File: src/rtl/sram_arbiter_if.sv
// Signal bundle between the CPU strobe bus, the DMA req/ack master and the external SRAM pins.
// slave is the arbiter's view; master is the view of whatever drives the requests and models the SRAM.
interface sram_arbiter_if;
   logic [19:0] iCpuAddr;
   logic [7:0]  iCpuData;
   logic        iCpuRd;
   logic        iCpuWr;
   logic [7:0]  oCpuData;
   logic        oCpuBusy;
   logic        oCpuOvf;
   logic        iDmaReq;
   logic        iDmaWr;
   logic [19:0] iDmaAddr;
   logic [7:0]  iDmaData;
   logic        oDmaAck;
   logic [7:0]  oDmaData;
   logic [19:0] oSramA;
   logic [7:0]  oSramDOut;
   logic [7:0]  iSramDIn;
   logic        oSramDir;
   logic        oSramCe1;
   logic        oSramCe2;
   logic        oSramOe;
   logic        oSramWe;

   modport slave (
      input  iCpuAddr, iCpuData, iCpuRd, iCpuWr, iDmaReq, iDmaWr, iDmaAddr, iDmaData, iSramDIn,
      output oCpuData, oCpuBusy, oCpuOvf, oDmaAck, oDmaData,
      output oSramA, oSramDOut, oSramDir, oSramCe1, oSramCe2, oSramOe, oSramWe
   );

   modport master (
      output iCpuAddr, iCpuData, iCpuRd, iCpuWr, iDmaReq, iDmaWr, iDmaAddr, iDmaData, iSramDIn,
      input  oCpuData, oCpuBusy, oCpuOvf, oDmaAck, oDmaData,
      input  oSramA, oSramDOut, oSramDir, oSramCe1, oSramCe2, oSramOe, oSramWe
   );
endinterface

File: src/rtl/sram_arbiter.sv
// CPU/DMA arbiter and sequencer for the external async SRAM; each access is ACCESS_CYCLES + 1 recovery cycle.
// CPU has a depth-1 pending slot (overflow is sticky); DMA holds its request until the one-cycle ack.
module sram_arbiter #(
   parameter int ACCESS_CYCLES = 2,
   parameter int DMA_MAX_WAIT  = 3
) (
   input logic           iClk,
   input logic           iRstN,
   sram_arbiter_if.slave bus
);
   localparam int CW = (ACCESS_CYCLES > 1) ? $clog2(ACCESS_CYCLES) : 1;
   localparam int WW = $clog2(DMA_MAX_WAIT + 1);
   localparam logic [CW-1:0] LAST_CNT = CW'(ACCESS_CYCLES - 1);
   localparam logic [WW-1:0] MAX_WAIT = WW'(DMA_MAX_WAIT);

   typedef enum logic [1:0] {IDLE = 2'd0, ACCESS = 2'd1, RECOVER = 2'd2} state_t;

   state_t        state_q;
   logic          owner_dma_q, wr_q, reload_q;
   logic [CW-1:0] cnt_q;
   logic [WW-1:0] waitcnt_q;
   logic          pend_q, pend_wr_q;
   logic [19:0]   pend_addr_q;
   logic [7:0]    pend_data_q;
   logic [19:0]   sram_a_q;
   logic [7:0]    sram_dout_q, cpu_data_q, dma_data_q;
   logic          dir_q, ce1_q, ce2_q, oe_q, we_q, dma_ack_q, busy_q, ovf_q;

   logic        strobe, cpu_req, dma_win, g_wr;
   logic [19:0] g_addr;
   logic [7:0]  g_data;

   // A strobe in the IDLE cycle itself is granted straight from the bus
   assign strobe  = bus.iCpuRd | bus.iCpuWr;
   assign cpu_req = pend_q | strobe;
   assign dma_win = bus.iDmaReq && (!cpu_req || (waitcnt_q >= MAX_WAIT));
   assign g_wr    = dma_win ? bus.iDmaWr   : (strobe ? bus.iCpuWr   : pend_wr_q);
   assign g_addr  = dma_win ? bus.iDmaAddr : (strobe ? bus.iCpuAddr : pend_addr_q);
   assign g_data  = dma_win ? bus.iDmaData : (strobe ? bus.iCpuData : pend_data_q);

   always_ff @(posedge iClk or negedge iRstN) begin
      if (!iRstN) begin
         state_q     <= IDLE;
         owner_dma_q <= 1'b0;
         wr_q        <= 1'b0;
         reload_q    <= 1'b0;
         cnt_q       <= '0;
         waitcnt_q   <= '0;
         pend_q      <= 1'b0;
         pend_wr_q   <= 1'b0;
         pend_addr_q <= '0;
         pend_data_q <= '0;
         sram_a_q    <= '0;
         sram_dout_q <= '0;
         cpu_data_q  <= '0;
         dma_data_q  <= '0;
         dir_q       <= 1'b0;
         ce1_q       <= 1'b1;
         ce2_q       <= 1'b0;
         oe_q        <= 1'b1;
         we_q        <= 1'b1;
         dma_ack_q   <= 1'b0;
         busy_q      <= 1'b0;
         ovf_q       <= 1'b0;
      end else begin
         dma_ack_q <= 1'b0;
         if (strobe) begin
            pend_q      <= 1'b1;
            pend_wr_q   <= bus.iCpuWr;
            pend_addr_q <= bus.iCpuAddr;
            pend_data_q <= bus.iCpuData;
            if (pend_q) ovf_q <= 1'b1;
         end
         case (state_q)
            IDLE: begin
               busy_q   <= cpu_req;
               reload_q <= 1'b0;
               if (dma_win || cpu_req) begin
                  state_q     <= ACCESS;
                  cnt_q       <= '0;
                  owner_dma_q <= dma_win;
                  wr_q        <= g_wr;
                  sram_a_q    <= g_addr;
                  ce1_q       <= 1'b0;
                  ce2_q       <= 1'b1;
                  oe_q        <= g_wr;
                  we_q        <= !g_wr;
                  dir_q       <= g_wr;
                  if (g_wr) sram_dout_q <= g_data;
                  if (dma_win) waitcnt_q <= '0;
                  else if (bus.iDmaReq && (waitcnt_q < MAX_WAIT)) waitcnt_q <= waitcnt_q + 1'b1;
               end
            end
            ACCESS: begin
               busy_q <= pend_q | strobe | !owner_dma_q;
               if (strobe && !owner_dma_q) reload_q <= 1'b1;
               if (cnt_q == LAST_CNT) begin
                  state_q <= RECOVER;
                  ce1_q   <= 1'b1;
                  ce2_q   <= 1'b0;
                  oe_q    <= 1'b1;
                  we_q    <= 1'b1;
                  if (owner_dma_q) begin
                     dma_ack_q <= 1'b1;
                     if (!wr_q) dma_data_q <= bus.iSramDIn;
                  end else begin
                     if (!wr_q) cpu_data_q <= bus.iSramDIn;
                     // A strobe that landed during this access keeps the slot pending
                     if (!strobe && !reload_q) pend_q <= 1'b0;
                  end
               end else begin
                  cnt_q <= cnt_q + 1'b1;
               end
            end
            RECOVER: begin
               busy_q  <= pend_q | strobe;
               dir_q   <= 1'b0;
               state_q <= IDLE;
            end
            default: state_q <= IDLE;
         endcase
      end
   end

   assign bus.oCpuData  = cpu_data_q;
   assign bus.oCpuBusy  = busy_q;
   assign bus.oCpuOvf   = ovf_q;
   assign bus.oDmaAck   = dma_ack_q;
   assign bus.oDmaData  = dma_data_q;
   assign bus.oSramA    = sram_a_q;
   assign bus.oSramDOut = sram_dout_q;
   assign bus.oSramDir  = dir_q;
   assign bus.oSramCe1  = ce1_q;
   assign bus.oSramCe2  = ce2_q;
   assign bus.oSramOe   = oe_q;
   assign bus.oSramWe   = we_q;
endmodule

File: src/flat_wrapper.sv
// flat-port wrapper written by rule: the top's interface ports become plain ports
module sram_arbiter_flat 
#(
   parameter int ACCESS_CYCLES = 2,
   parameter int DMA_MAX_WAIT  = 3
)
  (iClk, iRstN, bus_iCpuAddr, bus_iCpuData, bus_iCpuRd, bus_iCpuWr, bus_iDmaReq, bus_iDmaWr, bus_iDmaAddr, bus_iDmaData, bus_iSramDIn, bus_oCpuData, bus_oCpuBusy, bus_oCpuOvf, bus_oDmaAck, bus_oDmaData, bus_oSramA, bus_oSramDOut, bus_oSramDir, bus_oSramCe1, bus_oSramCe2, bus_oSramOe, bus_oSramWe);
  sram_arbiter_if bus_i ();
  input logic iClk;
  input logic iRstN;
  input wire logic [$bits(bus_i.iCpuAddr)-1:0] bus_iCpuAddr;
  input wire logic [$bits(bus_i.iCpuData)-1:0] bus_iCpuData;
  input wire logic [$bits(bus_i.iCpuRd)-1:0] bus_iCpuRd;
  input wire logic [$bits(bus_i.iCpuWr)-1:0] bus_iCpuWr;
  input wire logic [$bits(bus_i.iDmaReq)-1:0] bus_iDmaReq;
  input wire logic [$bits(bus_i.iDmaWr)-1:0] bus_iDmaWr;
  input wire logic [$bits(bus_i.iDmaAddr)-1:0] bus_iDmaAddr;
  input wire logic [$bits(bus_i.iDmaData)-1:0] bus_iDmaData;
  input wire logic [$bits(bus_i.iSramDIn)-1:0] bus_iSramDIn;
  output wire logic [$bits(bus_i.oCpuData)-1:0] bus_oCpuData;
  output wire logic [$bits(bus_i.oCpuBusy)-1:0] bus_oCpuBusy;
  output wire logic [$bits(bus_i.oCpuOvf)-1:0] bus_oCpuOvf;
  output wire logic [$bits(bus_i.oDmaAck)-1:0] bus_oDmaAck;
  output wire logic [$bits(bus_i.oDmaData)-1:0] bus_oDmaData;
  output wire logic [$bits(bus_i.oSramA)-1:0] bus_oSramA;
  output wire logic [$bits(bus_i.oSramDOut)-1:0] bus_oSramDOut;
  output wire logic [$bits(bus_i.oSramDir)-1:0] bus_oSramDir;
  output wire logic [$bits(bus_i.oSramCe1)-1:0] bus_oSramCe1;
  output wire logic [$bits(bus_i.oSramCe2)-1:0] bus_oSramCe2;
  output wire logic [$bits(bus_i.oSramOe)-1:0] bus_oSramOe;
  output wire logic [$bits(bus_i.oSramWe)-1:0] bus_oSramWe;
  assign bus_i.iCpuAddr = bus_iCpuAddr;
  assign bus_i.iCpuData = bus_iCpuData;
  assign bus_i.iCpuRd = bus_iCpuRd;
  assign bus_i.iCpuWr = bus_iCpuWr;
  assign bus_i.iDmaReq = bus_iDmaReq;
  assign bus_i.iDmaWr = bus_iDmaWr;
  assign bus_i.iDmaAddr = bus_iDmaAddr;
  assign bus_i.iDmaData = bus_iDmaData;
  assign bus_i.iSramDIn = bus_iSramDIn;
  assign bus_oCpuData = bus_i.oCpuData;
  assign bus_oCpuBusy = bus_i.oCpuBusy;
  assign bus_oCpuOvf = bus_i.oCpuOvf;
  assign bus_oDmaAck = bus_i.oDmaAck;
  assign bus_oDmaData = bus_i.oDmaData;
  assign bus_oSramA = bus_i.oSramA;
  assign bus_oSramDOut = bus_i.oSramDOut;
  assign bus_oSramDir = bus_i.oSramDir;
  assign bus_oSramCe1 = bus_i.oSramCe1;
  assign bus_oSramCe2 = bus_i.oSramCe2;
  assign bus_oSramOe = bus_i.oSramOe;
  assign bus_oSramWe = bus_i.oSramWe;
  sram_arbiter #(.ACCESS_CYCLES(ACCESS_CYCLES), .DMA_MAX_WAIT(DMA_MAX_WAIT)) u_core (.iClk(iClk), .iRstN(iRstN), .bus(bus_i));
endmodule
File: config.mk
export PLATFORM = sky130hd
export DESIGN_NAME = sram_arbiter_flat
export DESIGN_NICKNAME = d
export VERILOG_FILES = /design/src/rtl/sram_arbiter_if.sv /design/src/rtl/sram_arbiter.sv /design/src/flat_wrapper.sv
export SDC_FILE = /design/constraint.sdc
export NUM_CORES = 1
export LEC_CHECK = 0
export ABC_AREA = 1
export CELL_PAD_IN_SITES_DETAIL_PLACEMENT = 0
export CELL_PAD_IN_SITES_GLOBAL_PLACEMENT = 1
export CORE_ASPECT_RATIO = 2
export CORE_UTILIZATION = 36
export DETAILED_ROUTE_END_ITERATION = 12
export PLACE_DENSITY_LB_ADDON = 0.1
export REMOVE_ABC_BUFFERS = 1
export SYNTH_ARGS = -nofsm -noshare
export SYNTH_HDL_FRONTEND = slang
export SYNTH_SLANG_ARGS = --single-unit
File: constraint.sdc
create_clock -name iClk -period 3.9 [get_ports iClk]
set_input_delay 0.78 -clock iClk [delete_from_list [all_inputs] [get_ports iClk]]
set_output_delay 0.78 -clock iClk [all_outputs]
set_load 0.02 [all_outputs]
After elaboration in Yosys (flattened, before gate mapping)
Index checks and enable logic that the tools add are counted.
{ "classes": {"add_sub_neg": 2, "multipliers": 0, "n_div": 0, "n_lt_le_gt_ge": 2, "n_eq_ne": 5, "n_shift": 0, "muxes": 35, "bitwise_logic": 5, "reduce_logical": 28} }
{ "ops": {"columns": ["cell", "count"], "rows": [
  ["20-bit 2-to-1 mux", 2],
  ["1-bit 2-to-1 mux", 18],
  ["8-bit 2-to-1 mux", 2],
  ["1-bit case mux with 2 select lines", 8],
  ["2-bit AND reduction", 6],
  ["3-bit AND reduction", 3],
  ["2-bit 2-to-1 mux", 4],
  ["4-bit AND reduction", 2],
  ["2-bit nonzero test", 4],
  ["2-bit by 1-bit inequality test with 1-bit output, second input constant", 3],
  ["1-bit zero test", 5],
  ["1-bit logical AND", 4],
  ["2-bit case mux with 2 select lines", 1],
  ["1-bit bitwise OR", 3],
  ["2-bit by 1-bit adder with 2-bit output, second input constant", 1],
  ["2-bit by 1-bit == test with 1-bit output, second input constant", 1],
  ["2-bit == test, second input constant", 1],
  ["2-bit greater-or-equal comparator, second input constant", 1],
  ["2-bit zero test", 1],
  ["1-bit logical OR", 2],
  ["2-bit less-than comparator, second input constant", 1],
  ["1-bit inverter", 2],
  ["2-bit OR reduction", 1],
  ["1-bit adder, second input constant", 1]
]} }
{ "word_totals": {"register_bits": 90, "latchBits": 0, "ram_bits": 0, "mem_bits_ro": 0, "out_inout_bits": 52, "word_cells": 99, "n_memories": 0} }

Logic depth before layout (Yosys ltp)
Gate-level depths: netlist (run 1).
{ "depth": {"depth_word": 9, "depth_mapped": 10, "ltp_nobuf": 8} }

Worst setup path before layout (run 1)
No wires, ideal clock.
{ "synth_timing": {"path_type": "in2reg", "from": "input bus_iCpuWr", "to": "register u_core.sram_dout_q[1] (netlist: u_core.bus.oSramDOut[1])", "setup_time_ns": 0.118, "arrival_time_ns": 1.670, "required_time_ns": 3.782, "setup_slack_ns": 2.112, "cell_stages": 10, "path_cell_list": "nor2_4 > nand2_2 > nand2_1 > nand2_1 > buf_6 > nand2_2 > nand3_2 > buf_4 > nand2_1 > nand2_1"} }
{ "synth_between": {"elab_chain_len": 7, "elab_cells_between_ends": 11, "classes_between": "mux (4); bitwise (2); reduce/logical (5)"} }
{ "synth_rtl": {"columns": ["element", "line_no", "source"], "rows": [
  ["start: declaration", "flat_wrapper.sv:14", "input wire logic [$bits(bus_i.iCpuWr)-1:0] bus_iCpuWr;"],
  ["1-bit bitwise OR", "sram_arbiter.sv:34", "assign strobe = bus.iCpuRd | bus.iCpuWr;"],
  ["1-bit bitwise OR", "sram_arbiter.sv:35", "assign cpu_req = pend_q | strobe;"],
  ["1-bit zero test", "sram_arbiter.sv:36", "assign dma_win = bus.iDmaReq && (!cpu_req || (waitcnt_q >= MAX_WAIT));"],
  ["1-bit logical OR", "sram_arbiter.sv:36", null],
  ["1-bit logical AND", "sram_arbiter.sv:36", null],
  ["1-bit 2-to-1 mux / 1-bit logical OR (equally long branches)", "sram_arbiter.sv:37, sram_arbiter.sv:78", null],
  ["3-bit AND reduction (no source line)", null, null],
  ["end signal: assignment", "sram_arbiter.sv:89", "if (g_wr) sram_dout_q <= g_data;"],
  ["end: declaration", "sram_arbiter.sv:26", "logic [7:0] sram_dout_q, cpu_data_q, dma_data_q;"]
]} }
Several ways; a longest one is shown, not always the timed one.
A chain may end at the register's enable or synchronous reset.

Final worst setup path (run 1)
{ "layout_timing": {"from": "input bus_iCpuWr", "to": "register u_core.sram_a_q[10] (netlist: u_core.bus.oSramA[10])"} }
{ "layout_between": {"elab_chain_len": 7, "elab_cells_between_ends": 9, "classes_between": "mux (2); bitwise (2); reduce/logical (5)"} }
{ "layout_rtl": {"columns": ["element", "line_no", "source"], "rows": [
  ["1-bit bitwise OR (*)", "sram_arbiter.sv:34", null],
  ["1-bit bitwise OR", "sram_arbiter.sv:35", null],
  ["1-bit zero test", "sram_arbiter.sv:36", null],
  ["1-bit logical OR", "sram_arbiter.sv:36", null],
  ["1-bit logical AND", "sram_arbiter.sv:36", null],
  ["1-bit logical OR", "sram_arbiter.sv:78", "if (dma_win || cpu_req) begin"],
  ["2-bit AND reduction (no source line)", null, null],
  ["end signal: assignment", "sram_arbiter.sv:83", "sram_a_q <= g_addr;"],
  ["end: declaration", "sram_arbiter.sv:25", "logic [19:0] sram_a_q;"]
]} }
Mark *: on every way between the ends. The rest lies on a longest branch, timed or not.

==> results of run 1 <==
-- worst min-delay path by stage --
stage / endpoint / slack (ns) / cells after the start
final: u_core.pend_data_q[6] / 0.48 / 2
after global routing: u_core.bus.oSramDOut[0] / 0.50 / 2
after CTS: u_core.pend_data_q[6] / 0.48 / 2
after detailed placement: u_core.pend_data_q[3] / 0.46 / 2
after global placement: u_core.pend_data_q[0] / 0.46 / 2
after floorplan: u_core.pend_data_q[0] / 0.44 / 2
-- kinds of logic (layout without fill, tap and decap cells) --
family | after synthesis | in the layout | synth area share
flip-flops | 90 | 90 | 0.586
AND/OR/NAND/NOR | 188 | 188 | 0.198
AO/OA/AOI/OAI | 85 | 85 | 0.117
adder cells (fa/ha/maj) | 1 | 1 | 0.00325
buffers and inverters | 87 | 209 | 0.0962
-- power by group through the flow --
| stage | sequential (mW) | combinational [mW] | clock (mW) |
|---|---|---|---|
| floorplan | 1.77 | 0.627 | 0 |
| global route | 1.51 | 1.94 | 1.03 |
| CTS | 1.48 | 1.77 | 0.997 |
| global placement | 1.48 | 1.74 | 0 |
| detailed placement | 1.49 | 1.77 | 0 |
| finish | 1.47 | 1.74 | 0.973 |
-- through the flow --
step,hold slack [ns],std cells,area [sq um]
after floorplan,0.445,431,3730
after global placement,0.458,694,5150
after detailed placement,0.462,694,5150
after CTS,0.480,710,5480
after global routing,0.497,710,5480
final,0.475,710,5480
-- area by class of cell --
| class | instances | area, sq um | area share |
|---|---|---|---|
| multi-input combinational | 274 | 1220 | 0.223 |
| tap | 137 | 171 | 0.0313 |
| clock buffer | 11 | 233 | 0.0424 |
| timing repair buffer | 126 | 1250 | 0.227 |
| inverter | 67 | 253 | 0.0461 |
| sequential | 90 | 2260 | 0.411 |
| clock inverter | 5 | 103 | 0.0187 |
-- state kept, by name (all words and copies together) (netlist names), 2 cells and up --
register,cells
u_core.bus.oDmaData,8
u_core.state_q,2
u_core.pend_data_q,8
u_core.bus.oSramA,20
u_core.waitcnt_q,2
u_core.bus.oSramDOut,8
u_core.bus.oCpuData,8
u_core.pend_addr_q,20
-- critical path: stages --
cell,delay [ns]
clkdlybuf4s50_1,0.53
nor2_4,0.06
nand2_2,0.08
nand2_1,0.22
nand2_1,0.61
clkinv_2,0.40
nor2_1,0.18
o21ai_1,0.09
-- per-layer routing --
| metal | vias to the layer above | wire [um] |
|---|---|---|
| li1 | 1630 | - |
| met1 | 1491 | 3750 |
| met2 | 87 | 5310 |
| met3 | 11 | 477 |
| met4 | 0 | 206 |
| met5 | - | 0 |
-- placed cells by master, fill, tap and decap left out, drive strengths merged, types with 5 or more instances in the layout --
cell type        n
buf              6
dfrtp           87
nor2            20
o21ai           74
clkdlybuf4s50  120
nand2          142
o211ai           5
clkbuf          11
nand3           24
inv             66
==> run metrics, run 1 <==
hold path startpoint=u_core.pend_data_q[6]; io pins=122; status=finished clean; Critical Path RT=4.12 ns; # hold bufs at CTS=0; CTS Buf Count=9; post-layout util=0.523; RSZ-0062 raised after global routing=no; Fmax=363 MHz; # resized after CTS=0; layout cells sized above 1=0.0524; Setup Skew=0.00567 ns; input/output buffers=121; worst skew pair latency=0.33 ns; Logic pwr share=0.417; Post-Syn Area=3850 sq um; Tmin final=2.75 ns; Post-synth EDFFs=0; root buf cell=clkbuf_16; CP Max Fanout=21; Final Hold Fails=0; FP Rows=53; leakage=2.67 nW; largest net degree at the start of global routing=79; area grow syn2layout=42.5%; PD cells=764 nW/um^2; Avg Inst Size Synth=8.53 sq um; Net Sw Frac=0.366; MaxCap Viol Count=0; synth warn=0; crit path capture=u_core.bus.oSramA[10]; Placer Congestion=0.740; critical path class=in2reg; vias in the first global route=3,336; die area=11,100 sq um; synthesized flop and latch total=90; distinct cell type count after synthesis=26; Clock Pin Slew Worst Setup and Hold Paths=0.06 ns; switching power=1.53 mW; gr usage total=0.189; Hold WC Path Type=reg2reg; final slew viol count=0; total gr overflow=0; CTS tree=yes; CTS sink cnt=90; Via-to-Cell Ratio=4.53; Worst setup SP type=input port; Synth Instances=451; R2R Path End=u_core.bus.oSramA[10]; overall power=4.19 mW; # fillers=1,023; Peak VDD IR=424 uV; top cells by area, synth=dfrtp_1, nand2_1, o21ai_0; drt first-iter violations=140; CP Launch Point=bus_iCpuWr; Nets=639; final setup fails=0; Internal Power=2.66 mW; drt pass-1 iters=4; Reg power frac=0.351; Worst-Margin Slew=0.973 ns; Die Ht=148 um; initial antenna violation count=0; core area=10,500 sq um; ys async rst share=1.00; drc violations=0; Diodes inserted=0; register area share after synthesis=0.586; synth cell count leaders=nand2_1, dfrtp_1, inv_1; Final HPWL DP=6.99 mm; most used flip-flop cell after synthesis=dfrtp_1; grt peak-use layer=met2; Worst Path Arrival=2.97 ns; average wire per cell in the routed design=13.7 um; DP Worst Slack=0.771 ns; Chip Width=75.1 um; met3 usage=0.0447; Reg2Reg Depth=7; top cell type's share of synthesized area=0.566; leading cell type by number of instances after synthesis=nand2_1; post-route antenna net violation count=0; initial core utilization=0.367; top cell type by total area after synthesis=dfrtp_1; # Post-CTS Setup Buffers=0; R2R setup slack=1.60 ns; WL final=9.75 mm; GRT met1 Usage=0.205; H-tree depth=3; FF-to-FF Start=u_core.waitcnt_q[0]; setup ws final=1.15 ns; CTS max path bufs=2; first-pass GRT wire length=15.7 mm; final period utilization=0.706; met2 usage=0.335; Max transition margin=0.351; Via Count=3,219; CP Capture Type=flip-flop; setup_tns=0 ns; clock share of power=0.232
Power figures use the tool's default switching activity.
==> inputs of run 2 (changes only) <==
--- a/config.mk
+++ b/config.mk
@@ -9,7 +9,7 @@
 export CELL_PAD_IN_SITES_DETAIL_PLACEMENT = 0
 export CELL_PAD_IN_SITES_GLOBAL_PLACEMENT = 1
 export CORE_ASPECT_RATIO = 2
-export CORE_UTILIZATION = 36
+export CORE_UTILIZATION = 34
 export DETAILED_ROUTE_END_ITERATION = 12
 export PLACE_DENSITY_LB_ADDON = 0.1
 export REMOVE_ABC_BUFFERS = 1
==> constraint.sdc (replaced) <==
create_clock -name iClk -period 2.57 [get_ports iClk]
set_input_delay 0.514 -clock iClk [delete_from_list [all_inputs] [get_ports iClk]]
set_output_delay 0.514 -clock iClk [all_outputs]
set_load 0.02 [all_outputs]
==> run metrics, run 2 (synthesis results as in run 1) <==
Worst-Margin Slew=0.574 ns (-0.399 ns); Internal Power=3.92 mW (+48%); Clock Pin Slew Worst Setup and Hold Paths=0.06 ns (about the same); clock share of power=0.213 (-0.019); Nets=647 (+1.3%); # hold bufs at CTS=0 (unchanged); Via-to-Cell Ratio=4.55 (+0.28%); Logic pwr share=0.433 (+0.016); Final HPWL DP=7.38 mm (+5.6%); WL final=9.95 mm (+2.1%); Critical Path RT=2.06 ns (-2.06 ns); R2R setup slack=0.81 ns (-0.79 ns); CTS Buf Count=9 (unchanged); CP bufs+invs=1 (-1); met2 usage=0.323 (-0.0123); Fmax=503 MHz; DP Worst Slack=0.283 ns (-0.488 ns); Reg2Reg Depth=5 (-2); average wire per cell in the routed design=13.8 um (+0.56%); final std cells w/o fill=721 (+1.5%); critical path class=reg2out; Via Count=3,278 (+1.8%); Reg power frac=0.355 (+0.004); Worst Path Arrival=1.48 ns (-1.49 ns); crit path cell chain=clkdlybuf4s50_1; CTS tree=yes; PD cells=1140 nW/um^2 (+49%); status=finished clean; Max transition margin=0.616 (+0.265); worst skew pair latency=0.34 ns (about the same); die area=11,800 sq um (+5.8%); # resized after CTS=0 (unchanged); drc violations=0 (unchanged); placed cell count=705 (+1.6%); Net Sw Frac=0.377 (+0.0108); Final Hold Fails=0 (unchanged); final slew viol count=0 (unchanged); vias in the first global route=3,419 (+2.5%); area grow syn2layout=43.4%; dpl cell area=5210 sq um (+1.2%); Chip Width=77.2 um (+2.8%); R2R Path End=u_core.bus.oCpuData[4]; FF-to-FF Start=u_core.state_q[1]; overall power=6.30 mW (+50%); crit-path leading delay family=buffers and inverters; setup ws final=0.580 ns (-0.567 ns); Hold WC Path Type=in2async; drt pass-1 iters=4 (unchanged); CTS max path bufs=2 (unchanged); slowest cell on the critical path=clkdlybuf4s50_1; final setup fails=0 (unchanged); gr usage total=0.183 (-0.00564); total gr overflow=0 (unchanged); CP Capture Type=output port; Peak VDD IR=602 uV (+42%); final period utilization=0.774; Tmin final=1.99 ns; io pins=122 (unchanged); GRT met1 Usage=0.214 (+0.00920); root buf cell=clkbuf_16; switching power=2.37 mW (+55%); H-tree depth=3 (unchanged); Placer Congestion=0.760 (+2.7%); largest net degree at the start of global routing=42 (-47%); critical path's largest stage delay=0.60 ns (about the same); RSZ-0062 raised after global routing=no; Finished Cell Area=5520 sq um (+0.62%); met3 usage=0.0413 (-0.00340); layout cells sized above 1=0.0671 (+0.0148); core area=10,900 sq um (+4.5%); setup_tns=0 ns (unchanged); CTS sink cnt=90 (unchanged); FP Rows=54 (+1.9%); drt first-iter violations=138 (-1.4%); Worst setup SP type=flip-flop; most common cell after layout, fill and taps aside=nand2_1; # Post-CTS Setup Buffers=0 (unchanged); Setup Skew=0.00860 ns (+0.00294 ns); first-pass GRT wire length=16.9 mm (+7.7%); leakage=2.70 nW (+0.80%); Die Ht=152 um (+2.9%); initial core utilization=0.352 (-0.0157); MaxCap Viol Count=0 (unchanged); input/output buffers=121 (unchanged); most frequent cells in the layout=nand2_1, clkdlybuf4s50_1, dfrtp_1, inv_1, o21ai_0; grt peak-use layer=met2; post-route antenna net violation count=0 (unchanged); initial antenna violation count=0 (unchanged); # fillers=1,101 (+7.6%); Diodes inserted=0 (unchanged); CP Max Fanout=2 (-90%)
[run 2: cell count changes in the layout (fill, tap and decap cells not counted), sizes merged]
cell and change:
inv +1, bufinv -2, buf +8, clkinvlp +1
[run 2: cell type report]
| type | count | area [sq um] | area share |
|---|---|---|---|
| flip-flops and latches | 90 | 2260 | 0.409 |
| clock buffers | 11 | 243 | 0.0440 |
| multi-input cells | 274 | 1220 | 0.222 |
| repair buffers | 134 | 1310 | 0.237 |
| well taps | 140 | 175 | 0.0317 |
| inverters | 67 | 253 | 0.0458 |
| clock inverters | 5 | 62.6 | 0.0113 |
[run 2: how the worst max path moves through the flow]
stage	startpoint	end	slack (ns)	cells after the start
floorplan	bus_iCpuWr	u_core.bus.oSramDOut[0]	0.004	8
global route	bus_iCpuWr	u_core.bus.oSramA[9]	0.45	9
finish	u_core.bus.oSramCe1	bus_oSramCe1	0.58	1
global placement	bus_iCpuWr	u_core.bus.oSramA[7]	0.31	9
CTS	u_core.bus.oSramCe1	bus_oSramCe1	0.57	1
detailed placement	bus_iCpuWr	u_core.bus.oSramA[4]	0.28	9
[run 2: per-stage QoR]
step	hold slack, ns	utilization
floorplan	0.218	-
global route	0.189	0.504
detailed placement	0.464	0.476
global placement	0.460	0.476
finish	0.142	0.504
CTS	0.167	0.504
[run 2: power groups by stage]
stage | registers, mW | clock network [mW] | logic (mW)
after global placement | 2.23 | 0 | 2.73
final | 2.23 | 1.34 | 2.72
after floorplan | 2.69 | 0 | 0.951
after detailed placement | 2.25 | 0 | 2.75
after CTS | 2.24 | 1.38 | 2.77
after global routing | 2.30 | 1.43 | 3.03
[run 2: routing by layer]
metal  vias to the layer above  part of all wire
met2                        96              0.53
li1                       1651                 -
met4                         0             0.013
met3                         9             0.056
met5                         -                 0
met1                      1522              0.40
==> inputs of run 3 (changes only) <==
==> constraint.sdc (replaced) <==
create_clock -name iClk -period 1.85 [get_ports iClk]
set_input_delay 0.37 -clock iClk [delete_from_list [all_inputs] [get_ports iClk]]
set_output_delay 0.37 -clock iClk [all_outputs]
set_load 0.02 [all_outputs]
==> run metrics, run 3 (synthesis results as in run 1) <==
gr usage total=0.191 (+0.00757); Reg power frac=0.347 (-0.008); CP bufs+invs=1 (unchanged); Via-to-Cell Ratio=4.54 (-0.17%); MaxCap Viol Count=0 (unchanged); Worst-Margin Slew=0.524 ns (-0.0500 ns); CTS Buf Count=9 (unchanged); final slew viol count=0 (unchanged); vias in the first global route=3,592 (+5.1%); most common cell after layout, fill and taps aside=nand2_1; Worst setup SP type=flip-flop; CP Capture Type=output port; io pins=122 (unchanged); Logic pwr share=0.441 (+0.008); Setup Skew=0.00672 ns (-0.00188 ns); Clock Pin Slew Worst Setup and Hold Paths=0.06 ns (about the same); Peak VDD IR=878 uV (+46%); Max transition margin=0.649 (+0.0335); critical path's largest stage delay=0.62 ns (+0.02 ns); Critical Path RT=1.48 ns (-0.58 ns); total gr overflow=0 (unchanged); clock share of power=0.212 (about the same); Post-Route Hold Slack=0.476 ns (+0.334 ns); Worst Path Arrival=1.32 ns (-0.16 ns); Placer Congestion=0.780 (+2.7%); RSZ-0062 raised after global routing=no; Nets=672 (+3.9%); first-pass GRT wire length=17.5 mm (+3.6%); CTS sink cnt=90 (unchanged); most frequent cells in the layout=nand2_1, clkdlybuf4s50_1, dfrtp_1, inv_1, o21ai_0; DP Worst Slack=-0.120 ns (-0.403 ns); largest net degree at the start of global routing=29 (-31%); status=finished clean; drt first-iter violations=126 (-8.7%); switching power=3.30 mW (+39%); Hold WC Path Type=reg2reg; post-layout util=0.524 (+0.0202); die area=11,800 sq um (unchanged); CP Max Fanout=2 (unchanged); Final HPWL DP=7.66 mm (+3.8%); Chip Width=77.2 um (unchanged); root buf cell=clkbuf_16; input/output buffers=121 (unchanged); slowest cell on the critical path=clkdlybuf4s50_1; layout cells sized above 1=0.106 (+0.0385); Diodes inserted=0 (unchanged); # Post-CTS Setup Buffers=0 (unchanged); leakage=2.83 nW (+5.1%); crit path cell chain=clkdlybuf4s50_1; crit-path leading delay family=buffers and inverters; Internal Power=5.55 mW (+42%); Via Count=3,386 (+3.3%); critical path class=reg2out; Finished Cell Area=5740 sq um (+4.0%); Die Ht=152 um (unchanged); average wire per cell in the routed design=13.7 um (-0.54%); area grow syn2layout=49.1%; final period utilization=0.916; Final Hold Fails=0 (unchanged); WL final=10.2 mm (+2.9%); final setup fails=0 (unchanged); drc violations=0 (unchanged); setup_tns=0 ns (unchanged); initial antenna violation count=0 (unchanged); Fmax=590 MHz; core area=10,900 sq um (unchanged); post-route antenna net violation count=0 (unchanged); worst skew pair latency=0.34 ns (about the same); H-tree depth=3 (unchanged); Tmin final=1.69 ns; dpl cell area=5420 sq um (+3.9%); CTS tree=yes; initial core utilization=0.352 (unchanged); CTS max path bufs=2 (unchanged); drt pass-1 iters=4 (unchanged); Net Sw Frac=0.373 (-0.00387); PD cells=1540 nW/um^2 (+35%); FP Rows=54 (unchanged); setup ws final=0.155 ns (-0.425 ns)
run 3: cell count changes in the layout (fill, tap and decap cells not counted), sizes merged:
cell and change:
clkinv +1, dlygate4sd3 +1, clkdlybuf4s50 -3, inv -1, buf +24, dlygate4sd2 +3
run 3: cell type report:
type	instances	area [sq um]
fillers	1081	5210
flip-flops and latches	90	2260
repair buffers	159	1520
multi-input cells	274	1220
clock buffers	11	253
inverters	67	253
well taps	140	175
clock inverters	5	62.6
run 3: metrics by stage:
stage | std cells | power (mW)
after floorplan | 431 | 5.05
after global placement | 729 | 7.01
after detailed placement | 729 | 7.08
after CTS | 746 | 8.99
after global routing | 746 | 9.52
final | 746 | 8.85
run 3: path summary, 6_finish.rpt:
kind	startpoint	end	slack, ns	cells after the start
worst max-delay path	u_core.bus.oSramDOut[7]	bus_oSramDOut[7]	0.16	1
worst min-delay path	u_core.pend_data_q[2]	u_core.pend_data_q[2]	0.48	2
worst max register to register	u_core.waitcnt_q[0]	u_core.bus.oSramA[13]	0.28	8
worst min register to register	u_core.pend_data_q[2]	u_core.pend_data_q[2]	0.48	2
max in group asynchronous	iRstN	u_core.bus.oSramWe	0.76	3
min in group asynchronous	iRstN	u_core.pend_data_q[5]	0.51	2
run 3: routing by layer:
layer  global-route usage  up-vias  routed length, um
met5                    0        -                  0
met3               0.0473       10                523
met2                0.341       96               5490
met1                0.214     1572               4060
met4               0.0710        0                166
li1                     -     1708                  -
run 3: worst reg2reg max path: cells and delay by family (launching register included):
family	cells	cell delay [ns]
DFF	1	0.40
adders and majority gates	1	0.20
and+or+nand+nor	4	0.43
buffers and inverters	2	0.34
AOI/OAI and AO/OA	1	0.09
run 3: what timing repair did:
item	4_1_cts	5_1_grt
hold endpoints to repair	22	0
resized for setup	3	0
hold buffers	1	0
endpoints found under the setup margin	3	0
run 3: power by group through the flow:
stage          Clock, mW  Combinational (mW)  Sequential, mW
3_5_place_dp           0                3.98            3.10
6_report            1.87                3.91            3.07
2_1_floorplan          0                1.32            3.73
3_3_place_gp           0                3.93            3.08
4_1_cts             1.94                3.97            3.08
5_1_grt             2.02                4.34            3.16
